[config.mk]
export PLATFORM = sky130hd
export DESIGN_NAME = modbus_crc_ctrl_flat
export DESIGN_NICKNAME = d
export VERILOG_FILES = /design/src/rtl/modbus_pkg.sv /design/src/rtl/modbus_crc_ctrl_if.sv /design/src/rtl/crc16.sv /design/src/rtl/modbus_crc_ctrl.sv /design/src/flat_wrapper.sv
export SDC_FILE = /design/constraint.sdc
export NUM_CORES = 1
export LEC_CHECK = 0
export BUFFER_PORTS_ARGS = -buffer_cell sky130_fd_sc_hd__buf_4
export CAP_MARGIN = 20
export CELL_PAD_IN_SITES_DETAIL_PLACEMENT = 0
export CELL_PAD_IN_SITES_GLOBAL_PLACEMENT = 1
export CORE_ASPECT_RATIO = 1.4
export CORE_MARGIN = 1
export CORE_UTILIZATION = 45
export CTS_BUF_LIST = sky130_fd_sc_hd__clkbuf_8
export DETAILED_ROUTE_END_ITERATION = 10
export GPL_TIMING_DRIVEN = 0
export PLACE_DENSITY_LB_ADDON = 0.2
export SETUP_SLACK_MARGIN = 0.05
export SLEW_MARGIN = 0
export SYNTH_ARGS = -nofsm -noshare
export SYNTH_HDL_FRONTEND = slang
export SYNTH_HIERARCHICAL = 1
export SYNTH_SLANG_ARGS = --single-unit
export TNS_END_PERCENT = 5
[constraint.sdc]
create_clock -name clk -period 2 [get_ports clk]
set_input_delay 0.3 -clock clk [delete_from_list [all_inputs] [get_ports clk]]
set_output_delay 0.3 -clock clk [all_outputs]
set_load 0.02 [all_outputs]
[src/rtl/modbus_pkg.sv]
// Shared constants for the Modbus RTU CRC sequencer and its bit-serial engine.
package modbus_pkg;

    // Sequencer state encoding, kept as plain constants for legacy compatibility
    typedef logic [1:0] state_t;
    localparam state_t ST_IDLE   = 2'd0;
    localparam state_t ST_SHIFT  = 2'd1;
    localparam state_t ST_REPORT = 2'd2;

    // CRC-16/Modbus: x^16+x^15+x^2+1, processed LSB first, so the reflected form is used
    localparam logic [15:0] CRC_INIT      = 16'hFFFF;
    localparam logic [15:0] CRC_RESIDUE   = 16'h0000;
    localparam logic [15:0] CRC_POLY_REFL = 16'hA001;

endpackage

[src/rtl/modbus_crc_ctrl_if.sv]
// Byte-stream and result bundle between the frame logic and the CRC sequencer.
interface modbus_crc_ctrl_if #(
    parameter int CNT_W = 8
);
    logic             frame_start;
    logic             byte_valid;
    logic [7:0]       byte_data;
    logic             byte_ready;
    logic             frame_end;
    logic             crc_valid;
    logic [15:0]      crc_out;
    logic             crc_ok;
    logic [CNT_W-1:0] byte_cnt;
    logic             busy;

    // Frame logic side: offers bytes and frame delimiters, consumes the result
    modport master (
        output frame_start, byte_valid, byte_data, frame_end,
        input  byte_ready, crc_valid, crc_out, crc_ok, byte_cnt, busy
    );

    // Sequencer side
    modport slave (
        input  frame_start, byte_valid, byte_data, frame_end,
        output byte_ready, crc_valid, crc_out, crc_ok, byte_cnt, busy
    );
endinterface

[src/rtl/crc16.sv]
// Bit-serial CRC-16/Modbus engine: one data bit per enabled cycle, LSB first.
module crc16
    import modbus_pkg::*;
(
    input  logic        clk,
    input  logic        rst,
    input  logic        ce,
    input  logic        xin,
    output logic [15:0] crc
);
    logic [15:0] crc_reg;
    logic [15:0] crc_next;
    logic        fb;

    assign fb = crc_reg[0] ^ xin;

    // Right shift of the reflected register, folding in the polynomial when the feedback bit is set
    genvar gi;
    generate
        for (gi = 0; gi < 15; gi++) begin : g_bit
            assign crc_next[gi] = crc_reg[gi+1] ^ (fb & CRC_POLY_REFL[gi]);
        end
    endgenerate
    assign crc_next[15] = fb & CRC_POLY_REFL[15];

    // CRC register: synchronous reinitialisation wins over shifting
    always_ff @(posedge clk) begin
        if (rst) begin
            crc_reg <= CRC_INIT;
        end else if (ce) begin
            crc_reg <= crc_next;
        end
    end

    assign crc = crc_reg;
endmodule

[src/rtl/modbus_crc_ctrl.sv]
// Byte-level sequencer feeding frame bytes LSB-first into the crc16 engine and reporting the result.
module modbus_crc_ctrl
    import modbus_pkg::*;
#(
    parameter int CNT_W = 8
) (
    input  logic              clk,
    input  logic              rst_n,
    modbus_crc_ctrl_if.slave  bus
);
    state_t           state_reg;
    logic [7:0]       sreg_reg;
    logic [2:0]       bit_cnt_reg;
    logic             pend_end_reg;
    logic [CNT_W-1:0] byte_cnt_reg;
    logic             crc_valid_reg;
    logic [15:0]      crc_out_reg;
    logic             crc_ok_reg;

    logic             eng_rst;
    logic             eng_ce;
    logic [15:0]      eng_crc;

    // The engine is held at its init value through reset and re-seeded by every frame_start
    assign eng_rst = ~rst_n | bus.frame_start;
    assign eng_ce  = (state_reg == ST_SHIFT);

    crc16 u_crc16 (
        .clk (clk),
        .rst (eng_rst),
        .ce  (eng_ce),
        .xin (sreg_reg[0]),
        .crc (eng_crc)
    );

    // Sequencer FSM, byte shifter, byte counter and result registers
    always_ff @(posedge clk or negedge rst_n) begin
        if (!rst_n) begin
            state_reg     <= ST_IDLE;
            sreg_reg      <= '0;
            bit_cnt_reg   <= '0;
            pend_end_reg  <= 1'b0;
            byte_cnt_reg  <= '0;
            crc_valid_reg <= 1'b0;
            crc_out_reg   <= '0;
            crc_ok_reg    <= 1'b0;
        end else begin
            crc_valid_reg <= 1'b0;
            if (bus.frame_start) begin
                // A new frame aborts whatever is in flight; a byte offered alongside it is taken now
                state_reg    <= ST_IDLE;
                pend_end_reg <= 1'b0;
                byte_cnt_reg <= '0;
                if (state_reg == ST_IDLE && bus.byte_valid) begin
                    sreg_reg     <= bus.byte_data;
                    bit_cnt_reg  <= '0;
                    byte_cnt_reg <= CNT_W'(1);
                    state_reg    <= ST_SHIFT;
                end
            end else begin
                case (state_reg)
                    ST_IDLE: begin
                        if (bus.byte_valid) begin
                            sreg_reg     <= bus.byte_data;
                            bit_cnt_reg  <= '0;
                            pend_end_reg <= bus.frame_end;
                            if (byte_cnt_reg != '1) begin
                                byte_cnt_reg <= byte_cnt_reg + CNT_W'(1);
                            end
                            state_reg <= ST_SHIFT;
                        end else if (bus.frame_end) begin
                            state_reg <= ST_REPORT;
                        end
                    end
                    ST_SHIFT: begin
                        sreg_reg    <= {1'b0, sreg_reg[7:1]};
                        bit_cnt_reg <= bit_cnt_reg + 3'd1;
                        if (bus.frame_end) begin
                            pend_end_reg <= 1'b1;
                        end
                        // A frame_end arriving on the final shift still counts for this byte
                        if (bit_cnt_reg == 3'd7) begin
                            state_reg <= (pend_end_reg | bus.frame_end) ? ST_REPORT : ST_IDLE;
                        end
                    end
                    ST_REPORT: begin
                        crc_out_reg   <= eng_crc;
                        crc_ok_reg    <= (eng_crc == CRC_RESIDUE);
                        crc_valid_reg <= 1'b1;
                        pend_end_reg  <= 1'b0;
                        state_reg     <= ST_IDLE;
                    end
                    default: begin
                        state_reg <= ST_IDLE;
                    end
                endcase
            end
        end
    end

    assign bus.byte_ready = (state_reg == ST_IDLE);
    assign bus.busy       = (state_reg != ST_IDLE);
    assign bus.crc_valid  = crc_valid_reg;
    assign bus.crc_out    = crc_out_reg;
    assign bus.crc_ok     = crc_ok_reg;
    assign bus.byte_cnt   = byte_cnt_reg;
endmodule

[src/flat_wrapper.sv]
// flat-port wrapper written by rule: the top's interface ports become plain ports
module modbus_crc_ctrl_flat import modbus_pkg::*;
#(
    parameter int CNT_W = 8
)
  (clk, rst_n, bus_frame_start, bus_byte_valid, bus_byte_data, bus_frame_end, bus_byte_ready, bus_crc_valid, bus_crc_out, bus_crc_ok, bus_byte_cnt, bus_busy);
  modbus_crc_ctrl_if #(.CNT_W(CNT_W)) bus_i ();
  input  logic clk;
  input  logic rst_n;
  input wire logic [$bits(bus_i.frame_start)-1:0] bus_frame_start;
  input wire logic [$bits(bus_i.byte_valid)-1:0] bus_byte_valid;
  input wire logic [$bits(bus_i.byte_data)-1:0] bus_byte_data;
  input wire logic [$bits(bus_i.frame_end)-1:0] bus_frame_end;
  output wire logic [$bits(bus_i.byte_ready)-1:0] bus_byte_ready;
  output wire logic [$bits(bus_i.crc_valid)-1:0] bus_crc_valid;
  output wire logic [$bits(bus_i.crc_out)-1:0] bus_crc_out;
  output wire logic [$bits(bus_i.crc_ok)-1:0] bus_crc_ok;
  output wire logic [$bits(bus_i.byte_cnt)-1:0] bus_byte_cnt;
  output wire logic [$bits(bus_i.busy)-1:0] bus_busy;
  assign bus_i.frame_start = bus_frame_start;
  assign bus_i.byte_valid = bus_byte_valid;
  assign bus_i.byte_data = bus_byte_data;
  assign bus_i.frame_end = bus_frame_end;
  assign bus_byte_ready = bus_i.byte_ready;
  assign bus_crc_valid = bus_i.crc_valid;
  assign bus_crc_out = bus_i.crc_out;
  assign bus_crc_ok = bus_i.crc_ok;
  assign bus_byte_cnt = bus_i.byte_cnt;
  assign bus_busy = bus_i.busy;
  modbus_crc_ctrl #(.CNT_W(CNT_W)) u_core (.clk(clk), .rst_n(rst_n), .bus(bus_i));
endmodule
==> reports/qor.csv <==
metric,value,unit
drt_iter0_drc,74,
stdcell_count,358,
drcViolationCount,0,
n_antenna_cell,0,
grt-ovfl-total,0,
grt_start_max_net_pins,41,
period_needed,1.81,ns
cts_made_buffers,5,
layout-drive-gt1-share,33.4,%
yosysSeqAreaShare,50.2,%
setup_violations,0,
synthAdderAreaFrac,3.33,%
timing.final.ws_setup,0.186,ns
grt_pass1_vias,1816,
r2r-start,u_core/state_reg[1],
core_area,5570,sq um
ir_worst_vdd,0.634,mV
placedCellCount,348,
synth_simple_gate_area_share,14.7,%
grt_pass1_wl,8530,microns
rsz0062_at_grt,yes,
slew_violations,0,
final_net_count,309,
die_h,92.5,microns
min_from,bus_byte_data[7],
synth-xor-area-share,0.999,%
layout_common_cells,"56 x buf_4, 40 x dfrtp_1, 17 x nand2_1, 16 x dfxtp_1, 15 x o21ai_0",
cts_tree,built,
gp_congestion,0.787,
ys_ff_latch,56,
ant_nets,0,
worstPathArrival,2.00,ns
cp.required,2.18,ns
rows,32,
hpwl,3560,microns
firstDrtPassIters,4,
cts-root-buf,clkbuf_8,
power_density,1310,nW/um^2
fin_tns_setup,0,ns
final_util,56.5,%
die_w,66.6,microns
endpoint_kind,flip-flop,
p_leak,1.34,nW
path_class,reg2reg,
mostFrequentLayoutCell,buf_4,
slew_headroom,70.6,%
skew,0.00762,ns
viasPerCell,5.25,
cts.sinks,56,
syn_area,2630,sq um
syn_area_per_cell,11.0,sq um
period_share,90.7,%
synth_top_family_by_area,simple AND/OR/NAND/NOR gates,
ys.warnings.count,6,
outcome,completed,
hold_viol,0,
synthCells,240,
path_max_fanout,11,
htree_levels,2,
synth_cell_types,47,
hp-class,in2reg,
synth_flop_cell,dfrtp_1,
syn-num-nets,260,
rr_worst_depth,8,
dp_slack,-0.0247,ns
io_buffers,40,
via_count,1880,
dieArea,6160,sq um
wl_per_cell,14.1,microns
min_path_cells,3,
timing.rr.end,u_core/sreg_reg[1],
clockBufferDepth,2,
whs,0.240,ns
io_pins,41,
syn2layout_area_growth,19.5,%
initial_core_util,47.3,%
cts_setup_buffers,0,
tightest_slew,0.442,ns
async_flop_share,71.4,%
synth_mux_area_share,10.3,%
start_kind,flip-flop,
track_usage,18.1,%
routed_wl,5050,microns
clk_latency,0.31,ns
max_freq,551,MHz
r2r_slack,0.19,ns
min_to,u_core/sreg_reg[7],
path_clk_slew,0.10,ns
synth-compound-area-share,13.7,%
antenna_found_initial,0,
synth_edf_count,0,
max_cap_violations,0,
## power breakdown
group          switching (mW)  leakage (nW)  internal, mW  total (mW)
clock                   0.360        0.0496         0.242       0.602
combinational           0.943         0.686         0.894        1.84
sequential              0.220         0.601          1.47        1.69
total                    1.52          1.34          2.61        4.13
## cell type report
type,instances,area [sq um]
Sequential cell,56,1320
Fill cell,508,2420
Timing Repair Buffer,42,330
Clock inverter,3,15.0
Buffer,21,144
Clock buffer,5,68.8
Multi-Input combinational cell,154,1150
Inverter,9,33.8
Tap cell,68,85.1
## how the worst max path moves through the flow
stage / start / endpoint / slack (ns) / cells after the start
global route: u_core/state_reg[1] / u_core/sreg_reg[2] / 0.03 / 7
detailed placement: u_core/state_reg[1] / u_core/sreg_reg[2] / -0.02 / 8
global placement: u_core/state_reg[1] / u_core/bit_cnt_reg[0] / 0.02 / 7
floorplan: u_core/state_reg[0] / u_core/sreg_reg[7] / 0.24 / 7
finish: u_core/state_reg[1] / u_core/sreg_reg[1] / 0.19 / 8
CTS: u_core/state_reg[1] / u_core/sreg_reg[2] / 0.09 / 8
## cells in the mapped netlist, types with 3 or more instances
cell type	n	area share [%]
dfrtp_1	40	38
nand2_1	17	2.4
buf_4	16	4.6
dfxtp_1	16	12
o21ai_0	15	2.9
a211o_1	12	4.0
mux2_2	10	4.3
mux2i_1	9	3.4
nor2_1	9	1.3
and2b_2	7	2.3
ha_1	7	3.3
inv_1	7	1.0
nor2b_1	7	1.7
a21oi_1	6	1.1
mux2_1	6	2.6
nand3_1	5	0.95
a31oi_1	4	0.95
buf_2	4	0.76
nor3_1	4	0.76
nor4_1	4	0.95
nand4_1	3	0.71
## cells by family (layout without fill, tap and decap cells)
family | count (synthesis) | count (layout)
xor+xnor | 3 | 3
fa+ha+maj | 7 | 7
mux | 25 | 25
compound gates | 51 | 51
simple gates | 68 | 68
buf+inv | 30 | 80
flops | 56 | 56
## worst max-delay path, stage by stage (launching register included)
cell and delay, ns:
dfrtp_1 0.39, inv_1 0.16, ha_4 0.23, nor2b_1 0.13, buf_2 0.27, a21boi_1 0.14
buf_2 0.20, nand2_1 0.08, o21ai_0 0.08
## repair_timing
item	4_1_cts	5_1_grt
setup endpoints to repair	11	13
hold buffers	2	0
hold endpoints to repair	40	0
pin swaps	0	0
resized for setup	1	2
## per-stage QoR
| stage | total power [mW] | cell area, sq um |
|---|---|---|
| 2_1_floorplan | 2.94 | 2630 |
| 3_3_place_gp | 3.49 | 3020 |
| 3_5_place_dp | 3.54 | 3020 |
| 4_1_cts | 4.16 | 3130 |
| 5_1_grt | 4.43 | 3150 |
| 6_report | 4.13 | 3150 |
## metal layers
metal / wire [microns] / vias to the layer above / track usage, % / share of wire (%)
met3: 147 / 6 / 3.33 / 2.9
met4: 65 / 0 / 5.85 / 1.3
met2: 2650 / 29 / 31.2 / 52
met5: 0 / - / 0 / 0
li1: - / 933 / - / -
met1: 2190 / 912 / 22.1 / 43
Note: power is estimated with default switching activity, not from simulation.
